==> src/rtl/layer_compositor_if.sv <==
// Pixel, configuration and result signals that pass between the object drawers,
// the layer compositor and the VGA output stage.
interface layer_compositor_if #(
  parameter int NUM_LAYERS = 10,
  parameter int COLOR_W    = 8
);
  localparam int LW = $clog2(NUM_LAYERS);

  logic                          startOfFrame;
  logic [NUM_LAYERS-1:0]         layerDR;
  logic [NUM_LAYERS*COLOR_W-1:0] layerRGB;
  logic [COLOR_W-1:0]            backgroundRGB;
  logic                          cfgWrite;
  logic [LW-1:0]                 cfgLayer;
  logic [1:0]                    cfgMode;
  logic [COLOR_W-1:0]            RGBOut;
  logic [LW-1:0]                 hitLayer;
  logic                          hitValid;

  modport master (
    output startOfFrame, layerDR, layerRGB, backgroundRGB, cfgWrite, cfgLayer, cfgMode,
    input  RGBOut, hitLayer, hitValid
  );

  modport slave (
    input  startOfFrame, layerDR, layerRGB, backgroundRGB, cfgWrite, cfgLayer, cfgMode,
    output RGBOut, hitLayer, hitValid
  );
endinterface

==> src/rtl/layer_compositor.sv <==
// N-layer priority compositor: lowest-index visible layer wins, with per-layer
// hide/blink/flash modes double-buffered to the frame boundary. Two-clock latency.
module layer_compositor #(
  parameter int                 NUM_LAYERS   = 10,
  parameter int                 COLOR_W      = 8,
  parameter logic [COLOR_W-1:0] TRANSPARENT  = 8'hFF,
  parameter int                 BLINK_FRAMES = 16
) (
  input logic               clk,
  input logic               resetN,
  layer_compositor_if.slave bus
);
  localparam int LW = $clog2(NUM_LAYERS);
  localparam int FW = (BLINK_FRAMES > 1) ? $clog2(BLINK_FRAMES) : 1;
  localparam logic [FW-1:0] FRAME_LAST = FW'(BLINK_FRAMES - 1);

  localparam logic [1:0] MODE_NORMAL = 2'd0;
  localparam logic [1:0] MODE_HIDDEN = 2'd1;
  localparam logic [1:0] MODE_BLINK  = 2'd2;
  localparam logic [1:0] MODE_FLASH  = 2'd3;

  logic [NUM_LAYERS-1:0][1:0] pending_q, pending_nxt;
  logic [NUM_LAYERS-1:0][1:0] active_q, active_nxt;
  logic [FW-1:0]              frame_cnt_q, frame_cnt_nxt;
  logic                       blink_q, blink_nxt;

  logic [NUM_LAYERS-1:0]         dr_p1;
  logic [NUM_LAYERS*COLOR_W-1:0] rgb_p1;
  logic [COLOR_W-1:0]            bg_p1;
  logic [NUM_LAYERS-1:0][1:0]    mode_p1;
  logic                          phase_p1;

  logic [NUM_LAYERS-1:0] elig_p1;
  logic [LW-1:0]         win_p1;
  logic                  hit_p1;
  logic [COLOR_W-1:0]    pix_p1;

  logic [COLOR_W-1:0] rgb_p2;
  logic [LW-1:0]      layer_p2;
  logic               hit_p2;

  function automatic logic [COLOR_W-1:0] flash_color(input logic [COLOR_W-1:0] c,
                                                     input logic invert);
    return invert ? ~c : c;
  endfunction

  // The next-state mode/phase values feed stage 1 so the pixel sampled with
  // startOfFrame (and a write landing on it) already sees the new frame's settings.
  always_comb begin
    pending_nxt   = pending_q;
    frame_cnt_nxt = frame_cnt_q;
    blink_nxt     = blink_q;
    if (bus.cfgWrite && (int'(bus.cfgLayer) < NUM_LAYERS))
      pending_nxt[bus.cfgLayer] = bus.cfgMode;
    active_nxt = bus.startOfFrame ? pending_nxt : active_q;
    if (bus.startOfFrame) begin
      if (frame_cnt_q == FRAME_LAST) begin
        frame_cnt_nxt = '0;
        blink_nxt     = ~blink_q;
      end else begin
        frame_cnt_nxt = frame_cnt_q + FW'(1);
      end
    end
  end

  // Stage 1 -> 2 boundary: eligibility, priority encode and colour select
  always_comb begin
    elig_p1 = '0;
    for (int i = 0; i < NUM_LAYERS; i++)
      elig_p1[i] = dr_p1[i]
                && (rgb_p1[i*COLOR_W +: COLOR_W] != TRANSPARENT)
                && (mode_p1[i] != MODE_HIDDEN)
                && !((mode_p1[i] == MODE_BLINK) && !phase_p1);
  end

  always_comb begin
    win_p1 = '0;
    hit_p1 = 1'b0;
    for (int i = NUM_LAYERS - 1; i >= 0; i--) begin
      if (elig_p1[i]) begin
        win_p1 = LW'(i);
        hit_p1 = 1'b1;
      end
    end
    pix_p1 = hit_p1 ? flash_color(rgb_p1[win_p1*COLOR_W +: COLOR_W],
                                  (mode_p1[win_p1] == MODE_FLASH) && !phase_p1)
                    : bg_p1;
  end

  always_ff @(posedge clk) begin
    if (!resetN) begin
      pending_q   <= {NUM_LAYERS{MODE_NORMAL}};
      active_q    <= {NUM_LAYERS{MODE_NORMAL}};
      frame_cnt_q <= '0;
      blink_q     <= 1'b1;
      dr_p1       <= '0;
      rgb_p1      <= '0;
      bg_p1       <= '0;
      mode_p1     <= '0;
      phase_p1    <= 1'b0;
      rgb_p2      <= '0;
      layer_p2    <= '0;
      hit_p2      <= 1'b0;
    end else begin
      pending_q   <= pending_nxt;
      active_q    <= active_nxt;
      frame_cnt_q <= frame_cnt_nxt;
      blink_q     <= blink_nxt;
      // Stage 1: input pixel plus the mode/phase it must be judged with
      dr_p1       <= bus.layerDR;
      rgb_p1      <= bus.layerRGB;
      bg_p1       <= bus.backgroundRGB;
      mode_p1     <= active_nxt;
      phase_p1    <= blink_nxt;
      // Stage 2: registered composited pixel
      rgb_p2      <= pix_p1;
      layer_p2    <= win_p1;
      hit_p2      <= hit_p1;
    end
  end

  assign bus.RGBOut   = rgb_p2;
  assign bus.hitLayer = layer_p2;
  assign bus.hitValid = hit_p2;
endmodule

==> src/flat_wrapper.sv <==
// flat-port wrapper written by rule: the top's interface ports become plain ports
module layer_compositor_flat 
#(
  parameter int                 NUM_LAYERS   = 10,
  parameter int                 COLOR_W      = 8,
  parameter logic [COLOR_W-1:0] TRANSPARENT  = 8'hFF,
  parameter int                 BLINK_FRAMES = 16
)
  (clk, resetN, bus_startOfFrame, bus_layerDR, bus_layerRGB, bus_backgroundRGB, bus_cfgWrite, bus_cfgLayer, bus_cfgMode, bus_RGBOut, bus_hitLayer, bus_hitValid);
  layer_compositor_if #(.NUM_LAYERS(NUM_LAYERS), .COLOR_W(COLOR_W)) bus_i ();
  input logic clk;
  input logic resetN;
  input wire logic [$bits(bus_i.startOfFrame)-1:0] bus_startOfFrame;
  input wire logic [$bits(bus_i.layerDR)-1:0] bus_layerDR;
  input wire logic [$bits(bus_i.layerRGB)-1:0] bus_layerRGB;
  input wire logic [$bits(bus_i.backgroundRGB)-1:0] bus_backgroundRGB;
  input wire logic [$bits(bus_i.cfgWrite)-1:0] bus_cfgWrite;
  input wire logic [$bits(bus_i.cfgLayer)-1:0] bus_cfgLayer;
  input wire logic [$bits(bus_i.cfgMode)-1:0] bus_cfgMode;
  output wire logic [$bits(bus_i.RGBOut)-1:0] bus_RGBOut;
  output wire logic [$bits(bus_i.hitLayer)-1:0] bus_hitLayer;
  output wire logic [$bits(bus_i.hitValid)-1:0] bus_hitValid;
  assign bus_i.startOfFrame = bus_startOfFrame;
  assign bus_i.layerDR = bus_layerDR;
  assign bus_i.layerRGB = bus_layerRGB;
  assign bus_i.backgroundRGB = bus_backgroundRGB;
  assign bus_i.cfgWrite = bus_cfgWrite;
  assign bus_i.cfgLayer = bus_cfgLayer;
  assign bus_i.cfgMode = bus_cfgMode;
  assign bus_RGBOut = bus_i.RGBOut;
  assign bus_hitLayer = bus_i.hitLayer;
  assign bus_hitValid = bus_i.hitValid;
  layer_compositor #(.NUM_LAYERS(NUM_LAYERS), .COLOR_W(COLOR_W), .TRANSPARENT(TRANSPARENT), .BLINK_FRAMES(BLINK_FRAMES)) u_core (.clk(clk), .resetN(resetN), .bus(bus_i));
endmodule
==> config.mk <==
export PLATFORM = sky130hd
export DESIGN_NAME = layer_compositor_flat
export DESIGN_NICKNAME = d
export VERILOG_FILES = /design/src/rtl/layer_compositor_if.sv /design/src/rtl/layer_compositor.sv /design/src/flat_wrapper.sv
export SDC_FILE = /design/constraint.sdc
export NUM_CORES = 1
export LEC_CHECK = 0
export CORE_MARGIN = 2
export CORE_UTILIZATION = 55
export DETAILED_ROUTE_END_ITERATION = 16
export PLACE_DENSITY = 0.84
export SYNTH_ARGS = -nofsm -noshare
export SYNTH_HDL_FRONTEND = slang
export SYNTH_SLANG_ARGS = --single-unit
==> constraint.sdc <==
create_clock -name clk -period 5.1 [get_ports clk]
set_input_delay 1.02 -clock clk [delete_from_list [all_inputs] [get_ports clk]]
set_output_delay 1.02 -clock clk [all_outputs]
set_load 0.05 [all_outputs]
==> flow_metrics.tcl, run 1 <==
set metrics [dict create \
    ys_types 68 \
    ys_warn_count 0 \
    syn_area_um2 6390 \
    r2r-start "u_core.phase_p1" \
    via_count 5484 \
    fmax_ghz 0.279 \
    startpoint_type "register" \
    initial_core_util 0.562 \
    grt_pass1_vias 5470 \
    finalSetupViolCount 0 \
    slowest_delay_ns 0.77 \
    cts_made_buffers 17 \
    pwr-share-comb 0.161 \
    rsz0062_at_grt "no" \
    clk_pin_slew_ns 0.06 \
    portBuffers 120 \
    dr.first_iter.drc_count 435 \
    place_congestion 0.946 \
    synthesis.nets 791 \
    gr-total-overflow 0 \
    maxSlewHeadroom 0.347 \
    p_total_uw 3050 \
    wirelength_mm 17.3 \
    power.density_nw_per_um2 370 \
    final_common_cell "dfxtp_1" \
    slew_viol_final 0 \
    vias_per_cell 5.81 \
    synth.avg_cell_area_um2 9.37 \
    fp.dieW_um 112 \
    root_buffer "clkbuf_16" \
    cp_slowest_cell "nor4_2" \
    fp.dieH_um 112 \
    critical_path_buf_inv_count 0 \
    insertion_delay_ns 0.43 \
    seq_power_share 0.441 \
    holdPathStages 2 \
    worstPathArrival_ns 3.89 \
    antenna_found_initial 0 \
    power_leakage_uw 0.00312 \
    layout_common_cells "157 x dfxtp_1, 119 x clkdlybuf4s50_1, 102 x and2_1" \
    ys_seq_area_frac 0.492 \
    rows 39 \
    end_kind "register" \
    netSwitchingFraction 0.271 \
    min_period_over_period 0.703 \
    tns_ns 0 \
    min_to "u_core.bus.RGBOut[7]" \
    synth_flop_cell "dfxtp_1" \
    n_fill_cell 835 \
    yosysTopAreaCell "dfxtp_1" \
    hold_violations 0 \
    ant_nets 0 \
    cp_cell_sequence "nor3b_2 -> a21oi_2 -> and2_1 -> nand2_1 -> and2_1 -> nand2_1 -> a31oi_1 -> nor4_2 -> o41ai_1 -> a311o_1" \
    fin_skew_ns 0.00589 \
    synth.top_cell.area_share 0.492 \
    cpLargestDelayFamily "simple AND/OR/NAND/NOR gates" \
    yosys_register_bits 157 \
    io_pins 121 \
    worst_slew_pin_slew_ns 0.976 \
    drive_gt1_frac 0.0724 \
    grt_max_degree 89 \
    hp-start "u_core.bg_p1[7]" \
    worst_r2r_path_depth 10 \
    status "finished clean" \
    cts_resized 0 \
    layout_min_cycle_time_ns 3.58 \
    synth_edf_count 0 \
    synth.area.top_cells "dfxtp_1 49%, and2_1 10%, mux2i_1 4.2%" \
    dp_hpwl_mm 12.9 \
    post-cts-setup-buffers 0 \
    clock-sinks 157 \
    critical_path_required_ns 5.41 \
    grt_use_total 0.285 \
    seq_area_um2 3140 \
    ir_worst_vdd_mv 0.307 \
    drcViolationCount 0 \
    maxCapViolCount 0 \
    syn2layout_area_growth_pct 28.8 \
    first_pass_iters 6 \
    tritoncts "built" \
    fin_nets 897 \
    switchingPower_uw 825 \
    grt_pass1_wl_mm 28.4 \
    multiInputGateArea_um2 3070 \
    power.internal_uw 2220 \
    reg2reg_to "u_core.bus.RGBOut[5]" \
    dieArea_um2 12500 \
    cts_hold_buf 0 \
    avgRoutedWirePerCell_um 18.3 \
    synth_cells 682 \
    clkPwrFrac 0.398 \
    rrSetupSlack_ns 1.52 \
    path_max_fanout 16 \
    clock_path_buffers 2 \
    critPathKind "register to register" \
    hp-class "register to register" \
    diodes 0 \
    coreArea_um2 11400 \
    cts_max_level 4 \
    async_flop_share 0 \
]
[synth_stat cells, drive strengths merged, types with 2 or more instances]
master   count
and3         8
mux2         2
o221ai      10
nor2b        2
nor3         3
o22ai        2
a31oi       15
a211oi      26
mux2i       28
nand3       25
o211ai       6
nand2       37
a311oi       2
nand3b       2
o21ai       17
a2bb2oi      2
a311o        2
inv          8
and2       102
clkbuf      33
nand4       30
nand4bb      4
dfxtp      157
o21a         8
nor3b        8
buf          5
a22oi        2
o311ai       2
nor4         4
a21o         2
or3          3
a211o        3
nor2        60
nand2b       6
o2111ai      2
or4          3
a221oi       2
and4         4
or2          3
xor2         2
a21oi       29
[worst min-delay path: cells and delay by family, from the launching register on]
| family | cells | cell delay [ns] |
|---|---|---|
| flip-flops | 1 | 0.30 |
| AND/OR/NAND/NOR | 2 | 0.12 |
[through the flow]
stage / worst slack, ns / std cells / hold slack, ns / util / instance area [µm²]
5_1_grt: 1.24 / 944 / 0.485 / 0.724 / 8230
3_3_place_gp: 1.72 / 912 / 0.455 / 0.673 / 7650
4_1_cts: 1.58 / 944 / 0.466 / 0.724 / 8230
6_report: 1.52 / 944 / 0.467 / 0.724 / 8230
3_5_place_dp: 1.59 / 912 / 0.451 / 0.673 / 7650
2_1_floorplan: 2.37 / 682 / 0.436 / - / 6390
[layer usage]
metal  routed length [µm]  up-vias  track usage  share of wire
li1                     -     2668            -              -
met1                 7780     2546        0.386           0.45
met2                 7970      238        0.455           0.46
met3                 1140       32       0.0604          0.066
met4                  439        0       0.0988          0.025
met5                    0        -            0              0
[sequential cells by signal, indices dropped and copies added, names as in the netlist]
signal               cells
u_core.blink_q           1
u_core.dr_p1            10
u_core.frame_cnt_q       4
u_core.bg_p1             8
u_core.bus.RGBOut        8
u_core.pending_q        20
u_core.active_q         20
u_core.bus.hitValid      1
u_core.rgb_p1           80
u_core.bus.hitLayer      4
u_core.phase_p1          1
[kinds of logic after synthesis]
logic type | Yosys count | synth area share
AND/OR/NAND/NOR | 305 | 0.267
flip-flops | 157 | 0.492
AO/OA/AOI/OAI | 141 | 0.158
buffers and inverters | 46 | 0.0286
multiplexers | 30 | 0.0493
XOR/XNOR | 2 | 0.00274
adder cells (fa/ha/maj) | 1 | 0.00196
[how the worst max path moves through the flow]
stage / endpoint / from / depth (start not counted)
2_1_floorplan: u_core.bus.RGBOut[5] / u_core.phase_p1 / 10
3_3_place_gp: u_core.bus.RGBOut[5] / u_core.rgb_p1[2] / 11
3_5_place_dp: u_core.bus.RGBOut[5] / u_core.phase_p1 / 10
4_1_cts: u_core.bus.RGBOut[5] / u_core.phase_p1 / 10
5_1_grt: u_core.bus.RGBOut[5] / u_core.phase_p1 / 11
6_report: u_core.bus.RGBOut[5] / u_core.phase_p1 / 10
[layout make-up]
class | instances | share of cell area
clock buffer | 20 | 0.0567
clock inverter | 12 | 0.0138
inverter | 8 | 0.00365
multi-input combinational | 479 | 0.372
sequential | 157 | 0.382
tap | 143 | 0.0217
timing repair buffer | 125 | 0.150
[power by group through the flow]
stage | combinational (µW) | sequential, µW | clock [µW]
floorplan | 242 | 1410 | 0
finish | 489 | 1340 | 1210
global route | 527 | 1350 | 1270
global placement | 474 | 1370 | 0
detailed placement | 481 | 1370 | 0
CTS | 485 | 1340 | 1220
No activity file was read; power rests on OpenSTA's default activity.
==> run 2, diff against run 1 <==
CORE_UTILIZATION = 52   (was 55)
PLACE_DENSITY = 0.8   (was 0.84)
clock period = 3.75 ns   (was 5.1 ns; I/O delays follow)
==> run 2 against run 1 <==
Compared with the run above: non-clock buffer count rose by 6; setup slack lost 1.2 ns; hold slack improved by 0.0066 ns; clock power up 38%; utilization down 3.4 points; power rose by 37%; via count rose by 2.0%; die area increased by 5.6%; cell count rose by 1.1%; final area grew 0.67%; combinational power increased by 40%; highest routed layer unchanged.
==> flow_metrics.tcl, run 2 (synthesis results as in run 1) <==
set metrics [dict create \
    status "finished clean" \
    grt_use_total 0.278 \
    antenna_found_initial 0 \
    layout_common_cells "157 x dfxtp_1, 119 x clkdlybuf4s50_1, 102 x and2_1" \
    hp-class "register to register" \
    slew_viol_final 0 \
    fin_nets 903 \
    clock_path_buffers 2 \
    wirelength_mm 17.9 \
    finalSetupViolCount 0 \
    ir_worst_vdd_mv 0.306 \
    place_congestion 0.918 \
    insertion_delay_ns 0.42 \
    dr.first_iter.drc_count 475 \
    root_buffer "clkbuf_16" \
    gr-total-overflow 0 \
    dp.cells 922 \
    fin_cells 954 \
    power_leakage_uw 0.00316 \
    ant_nets 0 \
    reg2reg_to "u_core.bus.RGBOut[5]" \
    via_count 5592 \
    tritoncts "built" \
    maxCapViolCount 0 \
    startpoint_type "register" \
    cp_slowest_cell "nor4_2" \
    worstPathArrival_ns 3.74 \
    clock-sinks 157 \
    critPathKind "register to register" \
    p_total_uw 4180 \
    syn2layout_area_growth_pct 29.7 \
    worst_slew_pin_slew_ns 1.27 \
    holdPathStages 2 \
    grt_pass1_vias 5571 \
    fp.dieW_um 115 \
    path_max_fanout 16 \
    diodes 0 \
    min_to "u_core.bus.RGBOut[7]" \
    hold_violations 0 \
    fmax_ghz 0.292 \
    vias_per_cell 5.86 \
    maxSlewHeadroom 0.154 \
    dieArea_um2 13200 \
    coreArea_um2 12000 \
    dp_hpwl_mm 13.4 \
    io_pins 121 \
    fp.dieH_um 115 \
    final_common_cell "dfxtp_1" \
    end_kind "register" \
    worst_r2r_path_depth 10 \
    critical_path_required_ns 4.06 \
    grt_max_degree 110 \
    cts_made_buffers 17 \
    portBuffers 120 \
    drcViolationCount 0 \
    cts_resized 0 \
    regMostFlops "u_core.rgb_p1" \
    avgRoutedWirePerCell_um 18.7 \
    layout_min_cycle_time_ns 3.43 \
    post-cts-setup-buffers 0 \
    cp_cell_sequence "nor3b_2 -> a21oi_2 -> and2_1 -> nand2_1 -> and2_1 -> nand2_1 -> a31oi_1 -> nor4_2 -> o41ai_1 -> a311o_1" \
    cts_hold_buf 0 \
    rrSetupSlack_ns 0.32 \
    hp-start "u_core.bg_p1[7]" \
    setup_slack_ns 0.321 \
    slowest_delay_ns 0.81 \
    fin_skew_ns 0.00894 \
    clk_pin_slew_ns 0.06 \
    min_period_over_period 0.914 \
    dp_slack_ns 0.433 \
    largest_reg_flops 80 \
    rows 40 \
    drive_gt1_frac 0.0756 \
    tns_ns 0 \
    top_regs "u_core.rgb_p1: 80 flops, u_core.active_q: 20 flops, u_core.pending_q: 20 flops" \
    cts_max_level 4 \
    power.density_nw_per_um2 504 \
    r2r-start "u_core.phase_p1" \
    first_pass_iters 5 \
    grt_pass1_wl_mm 28.3 \
    initial_core_util 0.532 \
    rsz0062_at_grt "no" \
]
==> run 2: layout make-up <==
class	count	area (µm²)
clock buffer	27	533
clock inverter	5	52.6
fill	930	3720
inverter	8	30.0
multi-input combinational	479	3070
sequential	157	3140
tap	147	184
timing repair buffer	131	1280
==> run 2: power breakdown <==
part | internal [µW] | switching (µW) | leakage (µW)
Combinational | 297 | 388 | 0.00157
Sequential | 1770 | 60.9 | 0.00130
Clock | 1030 | 636 | 0.000289
Total | 3100 | 1090 | 0.00316
==> run 2: per-layer routing <==
layer | vias to the layer above | wire length, µm | track usage | share of wire
li1 | 2676 | - | - | -
met3 | 31 | 1080 | 0.0664 | 0.060
met1 | 2673 | 7870 | 0.356 | 0.44
met2 | 212 | 8580 | 0.465 | 0.48
met4 | 0 | 320 | 0.0932 | 0.018
met5 | - | 0 | 0 | 0
==> run 2: worst max-delay path by stage <==
stage | startpoint | slack [ns] | end | cells past startpoint
finish | u_core.phase_p1 | 0.32 | u_core.bus.RGBOut[5] | 10
global route | u_core.phase_p1 | 0.03 | u_core.bus.RGBOut[5] | 10
CTS | u_core.phase_p1 | 0.41 | u_core.bus.RGBOut[5] | 10
detailed placement | u_core.phase_p1 | 0.43 | u_core.bus.RGBOut[5] | 10
global placement | u_core.phase_p1 | 0.60 | u_core.bus.RGBOut[7] | 10
floorplan | u_core.phase_p1 | 1.02 | u_core.bus.RGBOut[5] | 10
==> run 2: worst max-delay path: cells and delay by family (launching register included) <==
family | cells | cell delay, ns
simple gates | 6 | 1.90
flops | 1 | 0.56
compound gates | 4 | 0.84
==> run 2: stage by stage <==
stage / cell area [µm²] / hold slack (ns) / util
3_3_place_gp: 7700 / 0.459 / 0.641
5_1_grt: 8290 / 0.513 / 0.690
3_5_place_dp: 7700 / 0.459 / 0.641
4_1_cts: 8290 / 0.477 / 0.690
6_report: 8290 / 0.474 / 0.690
2_1_floorplan: 6390 / 0.436 / -
